`src/rtl/scan_sequencer.sv`:
```
// scan_sequencer: steps a 3-bit scan position (w) for a 3-to-8 decoder select,
// either automatically every DIV clock cycles (en=1) or on rising edges of a manual step (en=0).
// Modes: up, down, ping-pong, hold. Optional macro SCAN_PINGPONG_EN enables ping-pong in mode 10;
// without it, mode 10 behaves as mode 00.
// Latency: w, dir and tick are registered; tick is high in the cycle the new w appears.

module scan_sequencer #(
    parameter int DIV = 50000000
) (
    input  logic       clk,
    input  logic       rst,
    input  logic       en,
    input  logic [1:0] mode,
    input  logic       step,
    output logic [2:0] w,
    output logic       tick,
    output logic       dir
);

    // Prescaler width: enough bits to hold DIV-1.
    localparam int CW = (DIV > 1) ? $clog2(DIV) : 1;
    localparam logic [CW-1:0] TERM = CW'(DIV - 1);

    typedef enum logic [1:0] {
        MODE_UP   = 2'b00,
        MODE_DOWN = 2'b01,
        MODE_PING = 2'b10,
        MODE_HOLD = 2'b11
    } mode_e;

    mode_e mode_sel;
    assign mode_sel = mode_e'(mode);

    logic [CW-1:0] cnt_q, cnt_d;
    logic          step_q, step_d;
    logic [2:0]    w_q, w_d;
    logic          dir_q, dir_d;
    logic          tick_q, tick_d;
    logic          advance;

    // Prescaler and manual-step edge detect; the two advance sources are exclusive on en.
    always_comb begin
        advance = 1'b0;
        cnt_d   = cnt_q;
        step_d  = step;
        if (en) begin
            if (cnt_q == TERM) begin
                cnt_d   = '0;
                advance = 1'b1;
            end else begin
                cnt_d = cnt_q + CW'(1);
            end
        end else if (step && !step_q) begin
            advance = 1'b1;
        end
    end

    // Position/direction update; mode is only consulted on an advance event.
    always_comb begin
        w_d    = w_q;
        dir_d  = dir_q;
        tick_d = advance;
        if (advance) begin
            case (mode_sel)
                MODE_UP: begin
                    w_d   = w_q + 3'd1;
                    dir_d = 1'b1;
                end
                MODE_DOWN: begin
                    w_d   = w_q - 3'd1;
                    dir_d = 1'b0;
                end
`ifdef SCAN_PINGPONG_EN
                MODE_PING: begin
                    if (dir_q && (w_q == 3'd7)) begin
                        w_d   = 3'd6;
                        dir_d = 1'b0;
                    end else if (!dir_q && (w_q == 3'd0)) begin
                        w_d   = 3'd1;
                        dir_d = 1'b1;
                    end else if (dir_q) begin
                        w_d = w_q + 3'd1;
                    end else begin
                        w_d = w_q - 3'd1;
                    end
                end
`else
                MODE_PING: begin
                    w_d   = w_q + 3'd1;
                    dir_d = 1'b1;
                end
`endif
                MODE_HOLD: begin
                    w_d   = w_q;
                    dir_d = dir_q;
                end
                default: begin
                    w_d   = w_q;
                    dir_d = dir_q;
                end
            endcase
        end
    end

    // State registers; reset discards any pending advance.
    always_ff @(posedge clk or posedge rst) begin
        if (rst) begin
            cnt_q  <= '0;
            step_q <= 1'b0;
            w_q    <= 3'd0;
            dir_q  <= 1'b1;
            tick_q <= 1'b0;
        end else begin
            cnt_q  <= cnt_d;
            step_q <= step_d;
            w_q    <= w_d;
            dir_q  <= dir_d;
            tick_q <= tick_d;
        end
    end

    assign w    = w_q;
    assign tick = tick_q;
    assign dir  = dir_q;

endmodule

```
`config.mk`:
```
export PLATFORM = sky130hd
export DESIGN_NAME = scan_sequencer
export DESIGN_NICKNAME = d
export VERILOG_FILES = /design/src/rtl/scan_sequencer.sv
export SDC_FILE = /design/constraint.sdc
export NUM_CORES = 1
export LEC_CHECK = 0
export ABC_AREA = 1
export BUFFER_PORTS_ARGS = -buffer_cell sky130_fd_sc_hd__buf_4
export CORE_MARGIN = 1
export CORE_UTILIZATION = 45
export DETAILED_ROUTE_END_ITERATION = 7
export GPL_TIMING_DRIVEN = 0
export SLEW_MARGIN = 20
export SYNTH_ARGS = -nofsm -noshare
export SYNTH_HDL_FRONTEND = slang
export SYNTH_SLANG_ARGS = --single-unit
```
`constraint.sdc`:
```
create_clock -name clk -period 3.25 [get_ports clk]
set_input_delay 0.65 -clock clk [delete_from_list [all_inputs] [get_ports clk]]
set_output_delay 0.65 -clock clk [all_outputs]
set_load 0.05 [all_outputs]
```
==> results of run 1 <==
report_power, final:
group	total (W)	switching, W	internal, W
registers	0.000543	0.0000761	0.000467
clock network	0.000312	0.000140	0.000173
logic	0.000365	0.000235	0.000129
cell families (layout without fill, tap and decap cells):
group / count (synthesis) / after routing
AND/OR/NAND/NOR: 180 / 180
buffers and inverters: 45 / 63
flip-flops: 32 / 32
AO/OA/AOI/OAI: 10 / 10
XOR/XNOR: 8 / 8
adder cells (fa/ha/maj): 3 / 3
final timing paths:
path	slack [ns]	cells after the start	end	from
max in group asynchronous	2.33	2	cnt_q[11]	rst
min in group asynchronous	0.48	2	step_q	rst
min	0.47	2	dir	dir
min reg2reg	0.47	2	dir	dir
max reg2reg	1.74	9	cnt_q[25]	cnt_q[0]
max	1.60	1	dir	dir
registers in the layout (all words and copies together), names as in the netlist:
name and cells:
cnt_q 26, dir 1, step_q 1, tick 1
w 3
per-layer routing:
layer	vias to the layer above	routed length, um	GRT usage (%)
li1	887	-	-
met1	762	2096	27.75
met2	22	1890	32.35
met3	11	111	4.000
met4	0	85	9.635
met5	-	0	0
cell type report:
class	instances	area [um2]	share of cell area, %
multi-input cells	201	993.5	45.11
flip-flops and latches	32	802.0	36.42
inverters	42	157.7	7.159
clock buffers	8	90.09	4.091
repair buffers	10	75.07	3.409
well taps	50	62.56	2.841
plain buffers	3	21.27	0.9659
through the flow:
stage / utilization, % / cell area [um2]
2_1_floorplan: - / 1974
3_3_place_gp: 51.32 / 2112
3_5_place_dp: 51.32 / 2112
4_1_cts: 53.51 / 2202
5_1_grt: 53.51 / 2202
6_report: 53.51 / 2202
cells in the mapped netlist (all sizes together):
| library cell | count |
|---|---|
| nand3b | 1 |
| a31oi | 1 |
| buf | 3 |
| ha | 2 |
| dfrtp | 31 |
| dfstp | 1 |
| inv | 42 |
| nand4 | 4 |
| xnor2 | 3 |
| nand3 | 23 |
| xor2 | 5 |
| nor2 | 56 |
| o211a | 1 |
| o21ai | 5 |
| nand2 | 83 |
| nor3 | 12 |
| fa | 1 |
| nor3b | 1 |
| a21oi | 3 |
==> impl_metrics.ini, run 1 <==
[cts]
cts.clk_slew.worst_paths_ns = 0.06
worstSkewPairLatency_ns = 0.28
hold_buffers = 0
root_buffer = clkbuf_8
cts_resized = 0
clockBufferDepth = 2
htreeDepth = 2
cts_sinks = 32
cts_tree = built
cts_setup_buffers = 0
cts_inserted_buffers = 5

[die]
ios = 11
start_util_pct = 47.98
fp.dieH_um = 68.24
coreArea_um2 = 4115
die_area_um2 = 4657
die_width_um = 68.24
rows = 23

[layout]
flow.area_growth_from_synthesis_pct = 11.53
most-common-layout-cells = nand2_1 (75), nor2_1 (44), inv_1 (39)
diodes = 0
final_common_cell = nand2_1
finalNetCount = 304
fillers = 405
final_cells = 346
drive_above_1_share_pct = 15.54

[setup_path]
crit_family = flip-flops
endpoint_kind = output pin
path_max_fanout = 2
critPathLaunchType = flip-flop
critPathSlowestCell = dfstp_2
crit_path_max_incr_delay_ns = 0.53
cp.arrival_ns = 1.00
crit_buf_inv = 1
crit_type = reg2out
path_cells = buf_4
critical_path_required_ns = 2.60

[synthesis]
synthMuxAreaShare_pct = 0
syn_inst = 278
syn_area_per_cell_um2 = 7.102
synth-simple-area-share_pct = 41.63
synth_top_family_by_area = simple AND/OR/NAND/NOR gates
synth_top_cell_by_area = dfrtp_1
seq_area_frac_synth_pct = 40.62
synth_area_leaders = dfrtp_1 (39%), nand2_1 (14%), nor2_1 (8.4%), inv_1 (7.6%), nand3_1 (5.6%)
synth_area_um2 = 1974
synth_xor_area_share_pct = 3.549
synth-compound-area-share_pct = 2.852
yosysWarningCount = 0
synth_adder_area_share_pct = 2.281
synth_top_area_share_pct = 39.29
synth_seq_cells = 32
yosysUniqueCellTypes = 28
synth.net_count = 287

[drt]
wire_per_inst_um = 12.09
drt-total-wl_um = 4183
dr.first_iter.drc_count = 69
first_pass_iters = 4
ant_nets = 0
routed_via_density = 4.861
route.detailed.drc = 0
vias = 1682

[timing]
tns_ns = 0
slew_headroom_pct = 54.48
rsz0062_at_grt = false
period_share_pct = 50.85
worst_pin_slew_ns = 0.6818
setup_viol = 0
worst_slack_ns = 1.597
drv_slew = 0
whs_ns = 0.4679
period_minus_slack_ns = 1.653
hold_viol = 0
max_freq_mhz = 605.1
worst_clock_skew_ns = 0.004652

[place]
io_buffers = 10
post-place-ws_ns = 1.471
place_inst = 338
gp_routability_congestion = 0.8444
post-dp-hpwl_um = 3162

[outcome]
status = completed

[global_route]
overflow = 0
antenna_found_initial = 0
grt_pass1_wl_um = 7051
grt_pass1_vias = 1547
grt_max_degree = 33
grt_use_total_pct = 20.86

[min_path]
hold_class = reg2reg

[pwr]
design_power_total_w = 0.001220
leakage_nw = 1.144
power_density_nw_per_um2 = 554.1
peakVddDrop_mv = 0.3823

[flow_run]
drv_cap = 0
(Power assumes the default switching activity.)
==> run 2: changes to the inputs <==
Clock period 3.25 ns to 1.35 ns, I/O delays scaled along.
==> run 2 against run 1 <==
  * The flow now finishes with violations (negative setup slack)
  * Sequential cell count stayed put
  * Die area stayed put
  * Hold slack worse by 0.38 ns
  * Routed wire length is 15% higher
==> impl_metrics.ini, run 2 (synthesized netlist as in run 1, its figures left out) <==
[global_route]
grt_pass1_wl_um = 7728
grt_max_degree = 33
grt_use_met3_pct = 5.000
grt.met2_usage_pct = 37.99
grt-busiest-layer = met2
grt_use_total_pct = 23.06
grtUsageMet1_pct = 29.51
grt_pass1_vias = 1699
overflow = 0
antenna_found_initial = 0

[setup_path]
crit_family = simple AND/OR/NAND/NOR gates
critical_path_required_ns = 1.52
crit_path_max_incr_delay_ns = 0.35
crit_buf_inv = 2
r2r_setup_slack_ns = -0.06
path_max_fanout = 7
crit_type = reg2reg
path_cells = ha_1 > inv_2 > nor2_4 > inv_2 > nor2_4 > nand2_4 > nand2_4 > nand2_4 > nand2_1 > nand2_1
cp.arrival_ns = 1.58
critPathSlowestCell = dfrtp_1
critPathLaunchType = flip-flop
endpoint_kind = flip-flop
ff2ff_path_depth = 10
rr_endpoint = w[1]
worst_r2r_startpoint = cnt_q[0]
crit_top_cell = nand2_4

[die]
coreArea_um2 = 4115
start_util_pct = 47.98
die_width_um = 68.24
ios = 11
die_area_um2 = 4657
fp.dieH_um = 68.24
rows = 23

[min_path]
hold_class = in2async

[layout]
top_register = cnt_q
largest_register_ffs = 26
final_common_cell = nand2_1
drive_above_1_share_pct = 37.88
most-common-layout-cells = nand2_1 (65), buf_4 (43), nor2_1 (39)
finalNetCount = 338
flow.area_growth_from_synthesis_pct = 35.23
diodes = 0

[cts]
root_buffer = clkbuf_8
hold_buffers = 0
cts_sinks = 32
clockBufferDepth = 2
worstSkewPairLatency_ns = 0.29
cts_inserted_buffers = 5
cts_tree = built
cts.clk_slew.worst_paths_ns = 0.07
htreeDepth = 2

[timing]
max_freq_mhz = 707.3
setup_viol = 24
worst_pin_slew_ns = 0.6846
hold_viol = 0
whs_ns = 0.09212
period_share_pct = 104.7
period_minus_slack_ns = 1.414
drv_slew = 0
rsz0062_at_grt = true
slew_headroom_pct = 54.29
tns_ns = -0.7987
worst_slack_ns = -0.06377
worst_clock_skew_ns = 0.006252

[pwr]
leakage_nw = 1.367
design_power_total_w = 0.003354
peakVddDrop_mv = 0.9784
power_density_nw_per_um2 = 1256

[drt]
first_pass_iters = 4
wire_per_inst_um = 12.67
vias = 1860
routed_via_density = 4.895
drt-total-wl_um = 4816
route.detailed.drc = 0
dr.first_iter.drc_count = 154
ant_nets = 0

[flow_run]
drv_cap = 0

[place]
post-place-ws_ns = -0.1558
post-dp-hpwl_um = 3130
gp_routability_congestion = 0.8381
io_buffers = 10

[outcome]
violations = negative setup slack
status = complete, but fails checks
-- run 2: stage by stage --
stage                     std cells  instance area (um2)  utilization (%)
after CTS                       378                 2569            62.42
after global placement          338                 2117            51.44
after floorplan                 278                 1979                -
final                           380                 2670            64.88
after detailed placement        338                 2117            51.44
after global routing            380                 2670            64.88
-- run 2: worst max-delay path by stage --
stage	start	end	slack, ns	depth (start not counted)
after floorplan	w[1]	w[1]	-0.004	5
after global placement	rst	w[0]	-0.24	2
after detailed placement	cnt_q[12]	w[1]	-0.16	9
after CTS	cnt_q[7]	w[1]	-0.03	8
after global routing	cnt_q[11]	w[1]	-0.19	10
final	cnt_q[0]	w[1]	-0.06	10
-- run 2: area by class of cell --
cell class,count,area [um2]
fill,373,1445
multi-input combinational,201,1162
sequential,32,813.3
timing repair buffer,45,361.6
inverter,42,157.7
clock buffer,6,82.58
tap,50,62.56
buffer,2,20.02
clock inverter,2,10.01
-- run 2: layer usage --
metal	wire (um)	part of all wire, %	up-vias
met1	2171	45	849
met5	0	0	-
met2	2323	48	41
met3	189	3.9	12
li1	-	-	958
met4	131	2.7	0
-- run 2: power by group --
part | internal [W] | switching (W)
Clock | 0.000407 | 0.000367
Sequential | 0.00113 | 0.000162
Combinational | 0.000540 | 0.000748
-- run 2: repair_timing --
action / in CTS / in global routing
pin swaps: 20 / 13
cloned: 1 / 0
resized for setup: 36 / 21
setup buffers: 32 / 2
endpoints found under the setup margin: 27 / 29
-- run 2: worst reg2reg max path, stage by stage (launching register included) --
cell and delay (ns):
dfrtp_1 0.35, ha_1 0.16, inv_2 0.04, nor2_4 0.15
inv_2 0.08, nor2_4 0.11, nand2_4 0.12, nand2_4 0.12
nand2_4 0.06, nand2_1 0.06, nand2_1 0.05
